### config.mk
export PLATFORM = sky130hd
export DESIGN_NAME = ps2_key_event_ctrl
export DESIGN_NICKNAME = d
export VERILOG_FILES = /design/src/rtl/ps2_key_event_ctrl_pkg.sv /design/src/rtl/ps2_scan_ascii.sv /design/src/rtl/ps2_key_event_ctrl.sv
export SDC_FILE = /design/constraint.sdc
export NUM_CORES = 1
export LEC_CHECK = 0
export BUFFER_PORTS_ARGS = -buffer_cell sky130_fd_sc_hd__buf_4
export CORE_ASPECT_RATIO = 0.6
export CORE_MARGIN = 4
export CORE_UTILIZATION = 45
export CTS_BUF_LIST = sky130_fd_sc_hd__clkbuf_4 sky130_fd_sc_hd__clkbuf_8 sky130_fd_sc_hd__clkbuf_16
export CTS_CLUSTER_DIAMETER = 40
export CTS_CLUSTER_SIZE = 20
export DETAILED_ROUTE_END_ITERATION = 16
export GPL_TIMING_DRIVEN = 0
export SLEW_MARGIN = 20
export SYNTH_ARGS = -nofsm -noshare
export SYNTH_HDL_FRONTEND = slang
export SYNTH_SLANG_ARGS = --single-unit
### constraint.sdc
create_clock -name clk -period 3.8 [get_ports clk]
set_clock_uncertainty 0.1 [all_clocks]
set_input_delay 0.76 -clock clk [delete_from_list [all_inputs] [get_ports clk]]
set_output_delay 0.76 -clock clk [all_outputs]
set_load 0.005 [all_outputs]
### src/rtl/ps2_key_event_ctrl_pkg.sv
//------------------------------------------------------------------------------
// Module   : ps2_key_event_ctrl_pkg
// Brief    : Shared PS/2 scan-code constants, FSM encoding and byte classifiers.
// Revision : 1.0  initial release
//------------------------------------------------------------------------------
`default_nettype none

package ps2_key_event_ctrl_pkg;

  localparam logic [7:0] PS2_EXT = 8'hE0;
  localparam logic [7:0] PS2_BRK = 8'hF0;
  localparam logic [7:0] LSHIFT  = 8'h12;
  localparam logic [7:0] RSHIFT  = 8'h59;

  localparam logic [7:0] ASCII_CASE_OFS = 8'h20;

  typedef enum logic [2:0] {
    ST_IDLE    = 3'd0,
    ST_EXT     = 3'd1,
    ST_BRK     = 3'd2,
    ST_EXT_BRK = 3'd3,
    ST_EMIT    = 3'd4
  } state_e;

  // Keyboard self-test / ack / resend / error responses carry no key.
  function automatic logic is_ignored(input logic [7:0] b);
    return (b == 8'h00) || (b == 8'hAA) || (b == 8'hFA) ||
           (b == 8'hFE) || (b == 8'hFF);
  endfunction

  function automatic logic is_lower_letter(input logic [7:0] a);
    return (a >= 8'h61) && (a <= 8'h7A);
  endfunction

endpackage

`default_nettype wire

### src/rtl/ps2_scan_ascii.sv
//------------------------------------------------------------------------------
// Module   : ps2_scan_ascii
// Brief    : Set-2 scan code to lowercase ASCII ROM (digits and letters only).
// Revision : 1.0  initial release
//------------------------------------------------------------------------------
`default_nettype none

module ps2_scan_ascii (
  input  logic [7:0] code,
  output logic [7:0] ascii
);

  always_comb begin
    ascii = 8'h00;
    case (code)
      8'h45: ascii = 8'h30;  8'h16: ascii = 8'h31;  8'h1E: ascii = 8'h32;
      8'h26: ascii = 8'h33;  8'h25: ascii = 8'h34;  8'h2E: ascii = 8'h35;
      8'h36: ascii = 8'h36;  8'h3D: ascii = 8'h37;  8'h3E: ascii = 8'h38;
      8'h46: ascii = 8'h39;
      8'h1C: ascii = 8'h61;  8'h32: ascii = 8'h62;  8'h21: ascii = 8'h63;
      8'h23: ascii = 8'h64;  8'h24: ascii = 8'h65;  8'h2B: ascii = 8'h66;
      8'h34: ascii = 8'h67;  8'h33: ascii = 8'h68;  8'h43: ascii = 8'h69;
      8'h3B: ascii = 8'h6A;  8'h42: ascii = 8'h6B;  8'h4B: ascii = 8'h6C;
      8'h3A: ascii = 8'h6D;  8'h31: ascii = 8'h6E;  8'h44: ascii = 8'h6F;
      8'h4D: ascii = 8'h70;  8'h15: ascii = 8'h71;  8'h2D: ascii = 8'h72;
      8'h1B: ascii = 8'h73;  8'h2C: ascii = 8'h74;  8'h3C: ascii = 8'h75;
      8'h2A: ascii = 8'h76;  8'h1D: ascii = 8'h77;  8'h22: ascii = 8'h78;
      8'h35: ascii = 8'h79;  8'h1A: ascii = 8'h7A;
      default: ascii = 8'h00;
    endcase
  end

endmodule

`default_nettype wire

### src/rtl/ps2_key_event_ctrl.sv
//------------------------------------------------------------------------------
// Module   : ps2_key_event_ctrl
// Brief    : Folds E0/F0 prefixed PS/2 scan bytes into single key events with
//            shift, held-key, press-count and ASCII tracking.
// Revision : 1.0  initial release
//------------------------------------------------------------------------------
`default_nettype none

module ps2_key_event_ctrl
  import ps2_key_event_ctrl_pkg::*;
#(
  parameter int PREFIX_TIMEOUT = 2_000_000,
  parameter int CNT_W          = 8
) (
  input  logic             clk,
  input  logic             rst,
  input  logic             in_valid,
  input  logic [7:0]       in_data,
  output logic             in_ready,
  output logic             ev_valid,
  input  logic             ev_ready,
  output logic [7:0]       ev_code,
  output logic             ev_ext,
  output logic             ev_make,
  output logic             ev_repeat,
  output logic [7:0]       ev_ascii,
  output logic             shift,
  output logic [CNT_W-1:0] press_cnt,
  output logic             held_valid,
  output logic [7:0]       held_code,
  output logic             proto_err
);

  localparam int              TO_W    = (PREFIX_TIMEOUT > 2) ? $clog2(PREFIX_TIMEOUT) : 1;
  localparam logic [TO_W-1:0] TO_LAST = TO_W'(PREFIX_TIMEOUT - 1);

  state_e             state_q,      state_d;
  logic [TO_W-1:0]    to_cnt_q,     to_cnt_d;
  logic               ev_valid_q,   ev_valid_d;
  logic [7:0]         ev_code_q,    ev_code_d;
  logic               ev_ext_q,     ev_ext_d;
  logic               ev_make_q,    ev_make_d;
  logic               ev_repeat_q,  ev_repeat_d;
  logic [7:0]         ev_ascii_q,   ev_ascii_d;
  logic               lshift_q,     lshift_d;
  logic               rshift_q,     rshift_d;
  logic [CNT_W-1:0]   press_cnt_q,  press_cnt_d;
  logic               held_valid_q, held_valid_d;
  logic [7:0]         held_code_q,  held_code_d;
  logic               held_ext_q,   held_ext_d;
  logic               proto_err_q,  proto_err_d;

  logic       w_accept;
  logic       w_timeout;
  logic       w_in_prefix;
  logic       w_capture;
  logic       w_cap_ext;
  logic       w_cap_make;
  logic       w_is_shift;
  logic       w_held_match;
  logic [7:0] w_rom_ascii;

  ps2_scan_ascii u_scan_ascii (
    .code  (in_data),
    .ascii (w_rom_ascii)
  );

  assign in_ready    = !rst && (state_q != ST_EMIT);
  assign w_accept    = in_valid && in_ready;
  assign w_in_prefix = (state_q == ST_EXT) || (state_q == ST_BRK) || (state_q == ST_EXT_BRK);
  assign w_timeout   = w_in_prefix && (to_cnt_q == TO_LAST);

  always_comb begin
    state_d      = state_q;
    ev_valid_d   = ev_valid_q;
    proto_err_d  = 1'b0;
    w_capture    = 1'b0;
    w_cap_ext    = 1'b0;
    w_cap_make   = 1'b0;

    // Accepting a byte restarts the prefix window; expiry is only honoured
    // when nothing was accepted in the same cycle.
    if (w_accept || !w_in_prefix || w_timeout) to_cnt_d = '0;
    else                                       to_cnt_d = to_cnt_q + TO_W'(1);

    case (state_q)
      ST_IDLE: begin
        if (w_accept) begin
          if (in_data == PS2_EXT)       state_d = ST_EXT;
          else if (in_data == PS2_BRK)  state_d = ST_BRK;
          else if (!is_ignored(in_data)) begin
            w_capture  = 1'b1;
            w_cap_make = 1'b1;
          end
        end
      end
      ST_EXT: begin
        if (w_accept) begin
          if (in_data == PS2_BRK)       state_d = ST_EXT_BRK;
          else if (in_data == PS2_EXT)  proto_err_d = 1'b1;
          else begin
            w_capture  = 1'b1;
            w_cap_ext  = 1'b1;
            w_cap_make = 1'b1;
          end
        end else if (w_timeout) begin
          proto_err_d = 1'b1;
          state_d     = ST_IDLE;
        end
      end
      ST_BRK: begin
        if (w_accept) begin
          if (in_data == PS2_EXT) begin
            proto_err_d = 1'b1;
            state_d     = ST_EXT;
          end else if (in_data == PS2_BRK) begin
            proto_err_d = 1'b1;
          end else begin
            w_capture = 1'b1;
          end
        end else if (w_timeout) begin
          proto_err_d = 1'b1;
          state_d     = ST_IDLE;
        end
      end
      ST_EXT_BRK: begin
        if (w_accept) begin
          if ((in_data == PS2_EXT) || (in_data == PS2_BRK)) begin
            proto_err_d = 1'b1;
            state_d     = ST_IDLE;
          end else begin
            w_capture = 1'b1;
            w_cap_ext = 1'b1;
          end
        end else if (w_timeout) begin
          proto_err_d = 1'b1;
          state_d     = ST_IDLE;
        end
      end
      ST_EMIT: begin
        if (ev_valid_q && ev_ready) begin
          ev_valid_d = 1'b0;
          state_d    = ST_IDLE;
        end
      end
      default: state_d = ST_IDLE;
    endcase

    if (w_capture) begin
      state_d    = ST_EMIT;
      ev_valid_d = 1'b1;
    end
  end

  // Event payload, shift flags and held-key bookkeeping, all on the capture cycle.
  always_comb begin
    ev_code_d    = ev_code_q;
    ev_ext_d     = ev_ext_q;
    ev_make_d    = ev_make_q;
    ev_repeat_d  = ev_repeat_q;
    ev_ascii_d   = ev_ascii_q;
    lshift_d     = lshift_q;
    rshift_d     = rshift_q;
    press_cnt_d  = press_cnt_q;
    held_valid_d = held_valid_q;
    held_code_d  = held_code_q;
    held_ext_d   = held_ext_q;

    w_is_shift   = !w_cap_ext && ((in_data == LSHIFT) || (in_data == RSHIFT));
    w_held_match = held_valid_q && (held_code_q == in_data) && (held_ext_q == w_cap_ext);

    if (w_capture) begin
      ev_code_d   = in_data;
      ev_ext_d    = w_cap_ext;
      ev_make_d   = w_cap_make;
      ev_repeat_d = 1'b0;

      if (w_is_shift) begin
        if (in_data == LSHIFT) lshift_d = w_cap_make;
        else                   rshift_d = w_cap_make;
      end else if (w_cap_make) begin
        if (w_held_match) begin
          ev_repeat_d = 1'b1;
        end else begin
          press_cnt_d  = press_cnt_q + CNT_W'(1);
          held_valid_d = 1'b1;
          held_code_d  = in_data;
          held_ext_d   = w_cap_ext;
        end
      end else if (w_held_match) begin
        held_valid_d = 1'b0;
      end

      // Uses the post-update shift so a shift event reports its own effect.
      if (w_cap_ext)
        ev_ascii_d = 8'h00;
      else if ((lshift_d || rshift_d) && is_lower_letter(w_rom_ascii))
        ev_ascii_d = w_rom_ascii - ASCII_CASE_OFS;
      else
        ev_ascii_d = w_rom_ascii;
    end
  end

  always_ff @(posedge clk) begin
    if (rst) begin
      state_q      <= ST_IDLE;
      to_cnt_q     <= '0;
      ev_valid_q   <= 1'b0;
      ev_code_q    <= 8'h00;
      ev_ext_q     <= 1'b0;
      ev_make_q    <= 1'b0;
      ev_repeat_q  <= 1'b0;
      ev_ascii_q   <= 8'h00;
      lshift_q     <= 1'b0;
      rshift_q     <= 1'b0;
      press_cnt_q  <= '0;
      held_valid_q <= 1'b0;
      held_code_q  <= 8'h00;
      held_ext_q   <= 1'b0;
      proto_err_q  <= 1'b0;
    end else begin
      state_q      <= state_d;
      to_cnt_q     <= to_cnt_d;
      ev_valid_q   <= ev_valid_d;
      ev_code_q    <= ev_code_d;
      ev_ext_q     <= ev_ext_d;
      ev_make_q    <= ev_make_d;
      ev_repeat_q  <= ev_repeat_d;
      ev_ascii_q   <= ev_ascii_d;
      lshift_q     <= lshift_d;
      rshift_q     <= rshift_d;
      press_cnt_q  <= press_cnt_d;
      held_valid_q <= held_valid_d;
      held_code_q  <= held_code_d;
      held_ext_q   <= held_ext_d;
      proto_err_q  <= proto_err_d;
    end
  end

  assign ev_valid   = ev_valid_q;
  assign ev_code    = ev_code_q;
  assign ev_ext     = ev_ext_q;
  assign ev_make    = ev_make_q;
  assign ev_repeat  = ev_repeat_q;
  assign ev_ascii   = ev_ascii_q;
  assign shift      = lshift_q || rshift_q;
  assign press_cnt  = press_cnt_q;
  assign held_valid = held_valid_q;
  assign held_code  = held_code_q;
  assign proto_err  = proto_err_q && !rst;

endmodule

`default_nettype wire
==> results.txt, run 1 <==
----------------------------------------------------
[Finish]
  Number of diodes ... 0
  Net total in the final layout ... approximately 570
  Area growth, synth to finish ... 19.2%
  Layout Cells excl Fill ... 662
  Flip-flop and latch area ... ~1300 µm²
  Utilization after layout ... 0.552
  Share of cells above drive strength 1 ... 0.165
  Area used by multi-input combinational logic ... roughly 2400 µm²
  Final-layout fill cell count ... approximately 810

[Route]
  Number of search-and-repair iterations in the first detailed-routing pass ... 6
  DR vias ... ~3,900
  Initial DRC count ... 350
  Wire length per cell ... ~17 µm
  Post-detailed-routing wire length ... approximately 11,000 µm
  Drc violations ... 0
  Post-detailed-route count of antenna-violating nets ... 0
  Vias/cell ... 5.82

[Synth]
  EDFF count, synth ... 0
  Prevailing post-synth register cell ... sky130_fd_sc_hd__dfxtp_1
  Yosys warning count ... 0
  Synthesized Nets ... between 500 and 600
  Post-Synthesis Mean Instance Area ... slightly above 8 µm²
  Yosys top cell by area ... sky130_fd_sc_hd__dfxtp_1
  Register bit total from synthesis ... between 60 and 70
  Synthesized area ... 3960 µm²
  Top cells by area in the synthesized netlist ... sky130_fd_sc_hd__dfxtp_1, sky130_fd_sc_hd__nor2_1, sky130_fd_sc_hd__mux2i_1
  Count of mapped cells out of synthesis ... ~490
  Synth async-reset ratio ... 0
  Fraction of post-synthesis cell area in the top cell type by area ... 0.328
  Share of synthesized area occupied by flip-flops and latches ... 0.328
  Cell variety after synth ... 73

[Setup path]
  Terminus of the critical flop-to-flop path ... ev_ascii[6]
  Critical setup path kind ... input port to register
  Peak fanout along the critical path ... 10
  Worst reg-to-reg path cell count ... 8
  Crit end category ... register
  Arrival @ worst endpoint ... 3.73 ns
  Sort of element at the start of the critical path ... input port
  Minimum setup slack among reg-to-reg paths ... around 1.2 ns
  Startpoint of the most critical register-to-register path ... state_q[2]
  Data required time at the worst endpoint ... 3.90 ns

[Timing]
  Number of endpoints failing setup at the final stage ... 0
  Smallest hold slack ... 0.359 ns
  Share of the clock period used by the worst path after layout ... 0.957
  Fin. Hold Viols ... 0
  Final Critical Period ... 3.63 ns
  Fmax ... around 280 MHz
  Max-slew violation count ... 0
  Headroom to the max-slew limit ... 0.530
  Tightest Pin Transition ... approximately 0.70 ns
  Unrepaired setup endpoints after global routing ... no

[Power]
  Cell Pwr Density ... around 410 nW/µm²
  Part of the power in combinational logic ... 0.228
  Switching power share of the total ... 0.302
  Leakage power of the design ... between 1.5 and 2 nW
  P_int ... roughly 1.4 mW
  Clock share of power ... 0.384
  Worst VDD drop ... 0.000390 V
  Net load switching power ... roughly 0.59 mW
  Sequential fraction of design power ... 0.388

[Clocking]
  Post-CTS Setup Repair Bufs ... 0
  Total clock sinks ... 65
  Number of levels in the clock H-tree ... 3
  Clock Pin Slew Worst Setup and Hold Paths ... 0.06 ns
  Clock root cell ... sky130_fd_sc_hd__clkbuf_16
  Number of CTS-inserted buffers ... 9
  Buffer depth of the longest clock path ... 2
  Count of hold-fix buffers inserted at cts ... 0
  CTS-repair resized insts ... 0
  CTS tree ... built
  Clock latency on the worst-skew pair ... between 0.3 and 0.4 ns

[Placement]
  Final weighted congestion in routability-driven placement ... ~1.0
  Count of port buffers added during placement ... 47
  Post-DP HPWL ... 8500 µm
  Number of cells after detailed placement ... around 650

[Floorplanning]
  Die Outline Area ... roughly 10,000 µm²
  Initial core utilization ... 0.463
  Die Height ... 80.7 µm
  Count of boundary I/O pins ... 52
  Core footprint ... 8560 µm²
  Number of cell rows ... 26
  Die X ... 129 µm

[Worst hold path]
  Worst Hold Launch ... ev_code[4]
  Worst Hold Depth ... 2
  Worst min-delay path endpoint ... ev_code[4]
  Classification of the worst-slack hold path ... register to register

[GRT]
  GR Util All Layers ... 0.223
  Global-route wire length before repair ... approximately 18,000 µm
  Largest net degree at the start of global routing ... 13
  Total global routing overflow ... 0
  Via count of the first global-routing pass ... 3,466
  Initial antenna violation count ... 0

[Run]
  Number of maximum-capacitance constraint violations ... 0

[Run status]
  Run status ... complete, no violations

----------------------------------------------------
[cells by family (layout without fill, tap and decap cells)]
logic type | Yosys count | after routing | share of synthesized area
simple gates | 208 | 208 | 0.269
compound gates | 110 | 110 | 0.199
flops | 65 | 65 | 0.328
buf+inv | 46 | 108 | 0.0562
xor+xnor | 28 | 28 | 0.0619
mux | 20 | 20 | 0.0512
fa+ha+maj | 11 | 11 | 0.0347
[synthesized netlist by cell type, drive strengths merged, types with 5 or more instances]
cell type  count
and2           8
xnor2         15
a22o           6
o21ai         23
nand2         48
inv           14
nor2          56
o21a           5
nor4           5
mux2i         18
clkbuf        15
nor2b         16
buf           17
ha            11
nor3           6
a21o           6
and3           5
nand2b        10
nand4          9
nand3         22
o31ai          5
xor2          13
or2            6
dfxtp         65
a21oi         19
[worst max-delay path, cell delays in order]
cell and delay, ns:
sky130_fd_sc_hd__buf_4 0.08, sky130_fd_sc_hd__buf_2 0.22, sky130_fd_sc_hd__buf_2 0.28, sky130_fd_sc_hd__buf_2 0.29, sky130_fd_sc_hd__clkbuf_1 0.47, sky130_fd_sc_hd__a21oi_1 0.13, sky130_fd_sc_hd__o211ai_1 0.11, sky130_fd_sc_hd__o211ai_1 0.18
sky130_fd_sc_hd__o22ai_1 0.32, sky130_fd_sc_hd__inv_1 0.08, sky130_fd_sc_hd__ha_1 0.28, sky130_fd_sc_hd__inv_1 0.03, sky130_fd_sc_hd__a2111oi_0 0.38, sky130_fd_sc_hd__a21oi_1 0.12
[area by class of cell]
class | count | share of cell area
buffer | 31 | 0.0352
clock buffer | 9 | 0.0477
clock inverter | 7 | 0.00980
inverter | 14 | 0.0111
multi-input combinational | 377 | 0.516
sequential | 65 | 0.275
tap | 112 | 0.0297
timing repair buffer | 47 | 0.0747
[worst max path at each step]
stage	start	endpoint	slack [ns]	depth (start not counted)
CTS	in_data[1]	held_code[6]	0.16	13
floorplan	in_data[1]	held_code[0]	0.58	12
global placement	in_data[1]	held_code[4]	-0.08	13
detailed placement	in_data[1]	held_code[6]	-0.15	13
global route	in_data[2]	ev_ascii[6]	0.008	14
finish	in_data[2]	ev_ascii[6]	0.17	14
[placed cells by master, fill, tap and decap left out, types with 15 or more instances in the layout]
master,netlist,routed
sky130_fd_sc_hd__buf_4,0,47
sky130_fd_sc_hd__dfxtp_1,65,65
sky130_fd_sc_hd__nor2b_1,16,16
sky130_fd_sc_hd__a21oi_1,19,19
sky130_fd_sc_hd__xnor2_1,15,15
sky130_fd_sc_hd__mux2i_1,18,18
sky130_fd_sc_hd__nand2_1,48,48
sky130_fd_sc_hd__o21ai_0,18,18
sky130_fd_sc_hd__nor2_1,55,55
sky130_fd_sc_hd__nand3_1,21,21
[routing by layer]
metal  track usage  part of all wire  vias up
li1              -                 -     1863
met1         0.339              0.52     1810
met2         0.302              0.38      165
met3        0.0724             0.091       15
met4        0.0398            0.0085        0
met5             0                 0        -
[sequential cells by signal (all words and copies together), names as in the netlist, 3 cells and up]
register,count
to_cnt_q,21
held_code,8
ev_code,8
ev_ascii,8
press_cnt,8
state_q,3
[power by group through the flow]
stage / logic [mW] / clock network, mW / registers [mW]
after global routing: 0.490 / 0.797 / 0.763
final: 0.445 / 0.748 / 0.757
after floorplan: 0.292 / 0 / 0.769
after detailed placement: 0.439 / 0 / 0.771
after CTS: 0.441 / 0.762 / 0.757
after global placement: 0.440 / 0 / 0.770
[per-stage QoR]
stage | total power [mW] | setup TNS (ns) | worst slack [ns] | cell area, µm²
global placement | 1.21 | -0.692 | -0.0829 | 4460
finish | 1.95 | 0 | 0.165 | 4720
CTS | 1.96 | 0 | 0.157 | 4730
detailed placement | 1.21 | -1.42 | -0.155 | 4460
global route | 2.05 | 0 | 0.00828 | 4720
floorplan | 1.06 | 0 | 0.581 | 3960
(Power assumes the default switching activity.)
==> run 2, diff against run 1 <==
- CELL_PAD_IN_SITES_DETAIL_PLACEMENT: not set -> 0
- CELL_PAD_IN_SITES_GLOBAL_PLACEMENT: not set -> 1
- CORE_UTILIZATION: 45 -> 43
- PLACE_DENSITY_LB_ADDON: not set -> 0.1
==> results.txt, run 2 (same netlist as run 1, synthesis figures left out) <==
----------------------------------------------------
[Setup path]
  Peak fanout along the critical path ... 10 (unchanged)
  Startpoint of the most critical register-to-register path ... state_q[0]
  Worst reg-to-reg path cell count ... 11 (+3)
  Sort of element at the start of the critical path ... input port
  Terminus of the critical flop-to-flop path ... held_code[3]
  Data required time at the worst endpoint ... 3.91 ns (about the same)
  Minimum setup slack among reg-to-reg paths ... 1.13 ns (-0.11 ns)
  Arrival @ worst endpoint ... 3.56 ns (-0.17 ns)
  Critical setup path kind ... input port to register
  Crit end category ... register

[Timing]
  Tightest Pin Transition ... 0.741 ns (+0.0387 ns)
  Smallest hold slack ... 0.356 ns (-0.00315 ns)
  Post-route setup slack ... 0.349 ns (+0.184 ns)
  Share of the clock period used by the worst path after layout ... 0.908 (-0.0484)
  Unrepaired setup endpoints after global routing ... no
  Max-slew violation count ... 0 (unchanged)
  Final Critical Period ... 3.45 ns (-0.184 ns)
  Headroom to the max-slew limit ... 0.504 (-0.0259)
  Number of endpoints failing setup at the final stage ... 0 (unchanged)
  Fmax ... 290 MHz (+5.3%)
  Fin. Hold Viols ... 0 (unchanged)

[GRT]
  Global-route wire length before repair ... 19,500 µm (+6.7%)
  Largest net degree at the start of global routing ... 12 (-1)
  Via count of the first global-routing pass ... 3,648 (+5.3%)
  Initial antenna violation count ... 0 (unchanged)
  GR Util All Layers ... 0.229 (+0.00582)
  Total global routing overflow ... 0 (unchanged)

[Clocking]
  Clock Pin Slew Worst Setup and Hold Paths ... 0.06 ns (about the same)
  CTS tree ... built
  Number of levels in the clock H-tree ... 3 (unchanged)
  Clock root cell ... sky130_fd_sc_hd__clkbuf_16
  Post-CTS Setup Repair Bufs ... 0 (unchanged)
  Total clock sinks ... 65 (unchanged)
  Clock latency on the worst-skew pair ... 0.33 ns (about the same)
  Buffer depth of the longest clock path ... 2 (unchanged)
  Number of CTS-inserted buffers ... 9 (unchanged)

[Floorplanning]
  Count of boundary I/O pins ... 52 (unchanged)
  Die Height ... 82.4 µm (+2.1%)
  Initial core utilization ... 0.453 (-0.0103)
  Die X ... 132 µm (+2.2%)
  Number of cell rows ... 26 (unchanged)
  Die Outline Area ... 10,900 µm² (+4.3%)
  Core footprint ... 8750 µm² (+2.3%)

[Worst hold path]
  Classification of the worst-slack hold path ... register to register
  Worst Hold Depth ... 1 (-1)
  Worst min-delay path endpoint ... ev_make
  Worst Hold Launch ... ev_make

[Power]
  Cell Pwr Density ... 444 nW/µm² (+7.6%)
  P_int ... 1.53 mW (+12%)
  Switching power share of the total ... 0.279 (-0.0222)
  Clock share of power ... 0.428 (+0.044)
  Leakage power of the design ... 1.92 nW (+1.8%)
  Total Power ... 2.12 mW (+8.9%)
  Part of the power in combinational logic ... 0.215 (-0.013)
  Worst VDD drop ... 0.000362 V (-7.3%)
  Sequential fraction of design power ... 0.356 (-0.032)
  Net load switching power ... 0.593 mW (+0.93%)

[Route]
  Post-detailed-routing wire length ... 11,800 µm (+5.6%)
  Post-detailed-route count of antenna-violating nets ... 0 (unchanged)
  DR vias ... 3,925 (+1.9%)
  Initial DRC count ... 289 (-17%)
  Vias/cell ... 5.94 (+2.0%)
  Number of search-and-repair iterations in the first detailed-routing pass ... 4 (-2)
  Met2 wirelength from detailed routing ... 4490 µm (+4.5%)
  Drc violations ... 0 (unchanged)
  Top layer in use ... met4
  Met3 routed WL ... 1200 µm (+18%)
  WL met1 ... 5990 µm (+3.5%)
  Wire length per cell ... 17.9 µm (+5.8%)

[Placement]
  Post-DP HPWL ... 9000 µm (+5.8%)
  Pre-CTS setup slack ... -0.129 ns (+0.0262 ns)
  Final weighted congestion in routability-driven placement ... 0.992 (-5.0%)
  Post-place instance area ... 4460 µm² (unchanged)
  Count of port buffers added during placement ... 47 (unchanged)

[Finish]
  Net total in the final layout ... 568 (unchanged)
  Commonest non-fill, non-tap cell in the layout ... sky130_fd_sc_hd__dfxtp_1
  Most flop-heavy register ... to_cnt_q
  Number of diodes ... 0 (unchanged)
  Share of cells above drive strength 1 ... 0.166 (+0.000301)
  Area growth, synth to finish ... 20.7%
  Final Cell Area ... 4780 µm² (+1.2%)
  Top library cells by usage in the layout, fill and taps aside ... sky130_fd_sc_hd__dfxtp_1, sky130_fd_sc_hd__nor2_1, sky130_fd_sc_hd__nand2_1
  Max reg flops ... 21 (unchanged)

[Run status]
  Run status ... complete, no violations

[Run]
  Number of maximum-capacitance constraint violations ... 0 (unchanged)

----------------------------------------------------
run 2: cell types whose count changed in the layout (fill, tap and decap cells not counted), moves of 2 or more:
cell                         before  now
sky130_fd_sc_hd__clkinv_2         3    0
sky130_fd_sc_hd__clkbuf_8         0    2
sky130_fd_sc_hd__bufinv_16        0    2
sky130_fd_sc_hd__clkinvlp_4       3    1
run 2: worst max-delay path by stage:
stage / startpoint / slack [ns] / depth (start not counted) / to
floorplan: in_data[1] / 0.58 / 12 / held_code[0]
global placement: in_data[1] / -0.14 / 13 / press_cnt[1]
detailed placement: in_data[1] / -0.13 / 13 / held_code[2]
CTS: in_data[2] / 0.23 / 14 / ev_ascii[6]
global route: in_data[2] / 0.13 / 14 / ev_ascii[6]
finish: in_data[2] / 0.35 / 14 / ev_ascii[6]
run 2: critical path, stage by stage:
cell	delay (ns)
sky130_fd_sc_hd__buf_4	0.09
sky130_fd_sc_hd__buf_2	0.22
sky130_fd_sc_hd__buf_2	0.25
sky130_fd_sc_hd__buf_2	0.27
sky130_fd_sc_hd__clkbuf_2	0.30
sky130_fd_sc_hd__a21oi_1	0.11
sky130_fd_sc_hd__o211ai_1	0.11
sky130_fd_sc_hd__o211ai_1	0.15
sky130_fd_sc_hd__o22ai_1	0.34
sky130_fd_sc_hd__inv_1	0.10
sky130_fd_sc_hd__ha_1	0.31
sky130_fd_sc_hd__inv_1	0.04
sky130_fd_sc_hd__a2111oi_0	0.37
sky130_fd_sc_hd__a21oi_1	0.12
run 2: cell type report:
cell class | instances | area, µm²
Fill cell | 851 | 3970
Buffer | 31 | 168
Tap cell | 112 | 140
Clock buffer | 11 | 253
Inverter | 14 | 52.6
Multi-Input combinational cell | 377 | 2440
Sequential cell | 65 | 1300
Clock inverter | 4 | 76.3
Timing Repair Buffer | 47 | 353
run 2: power groups by stage:
stage / Clock, mW / Sequential (mW) / Combinational, mW
after floorplan: 0 / 0.769 / 0.292
final: 0.910 / 0.757 / 0.457
after global routing: 0.958 / 0.762 / 0.501
after global placement: 0 / 0.769 / 0.450
after CTS: 0.931 / 0.756 / 0.453
after detailed placement: 0 / 0.770 / 0.450
run 2: through the flow:
stage	setup TNS (ns)	utilization	instances
CTS	0	0.547	662
global route	0	0.546	661
global placement	-1.77	0.509	647
floorplan	0	-	488
finish	0	0.546	661
detailed placement	-1.30	0.509	647
run 2: timing repair:
| item | CTS | global route |
|---|---|---|
| resized for setup | 0 | 2 |
| hold buffers | 0 | 0 |
| setup endpoints to repair | 0 | 10 |
| hold endpoints to repair | 0 | 0 |
run 2: layer usage:
metal | vias to the layer above | global-route usage
met5 | - | 0
met4 | 0 | 0.0713
met3 | 17 | 0.0775
met2 | 170 | 0.311
met1 | 1884 | 0.336
li1 | 1854 | -
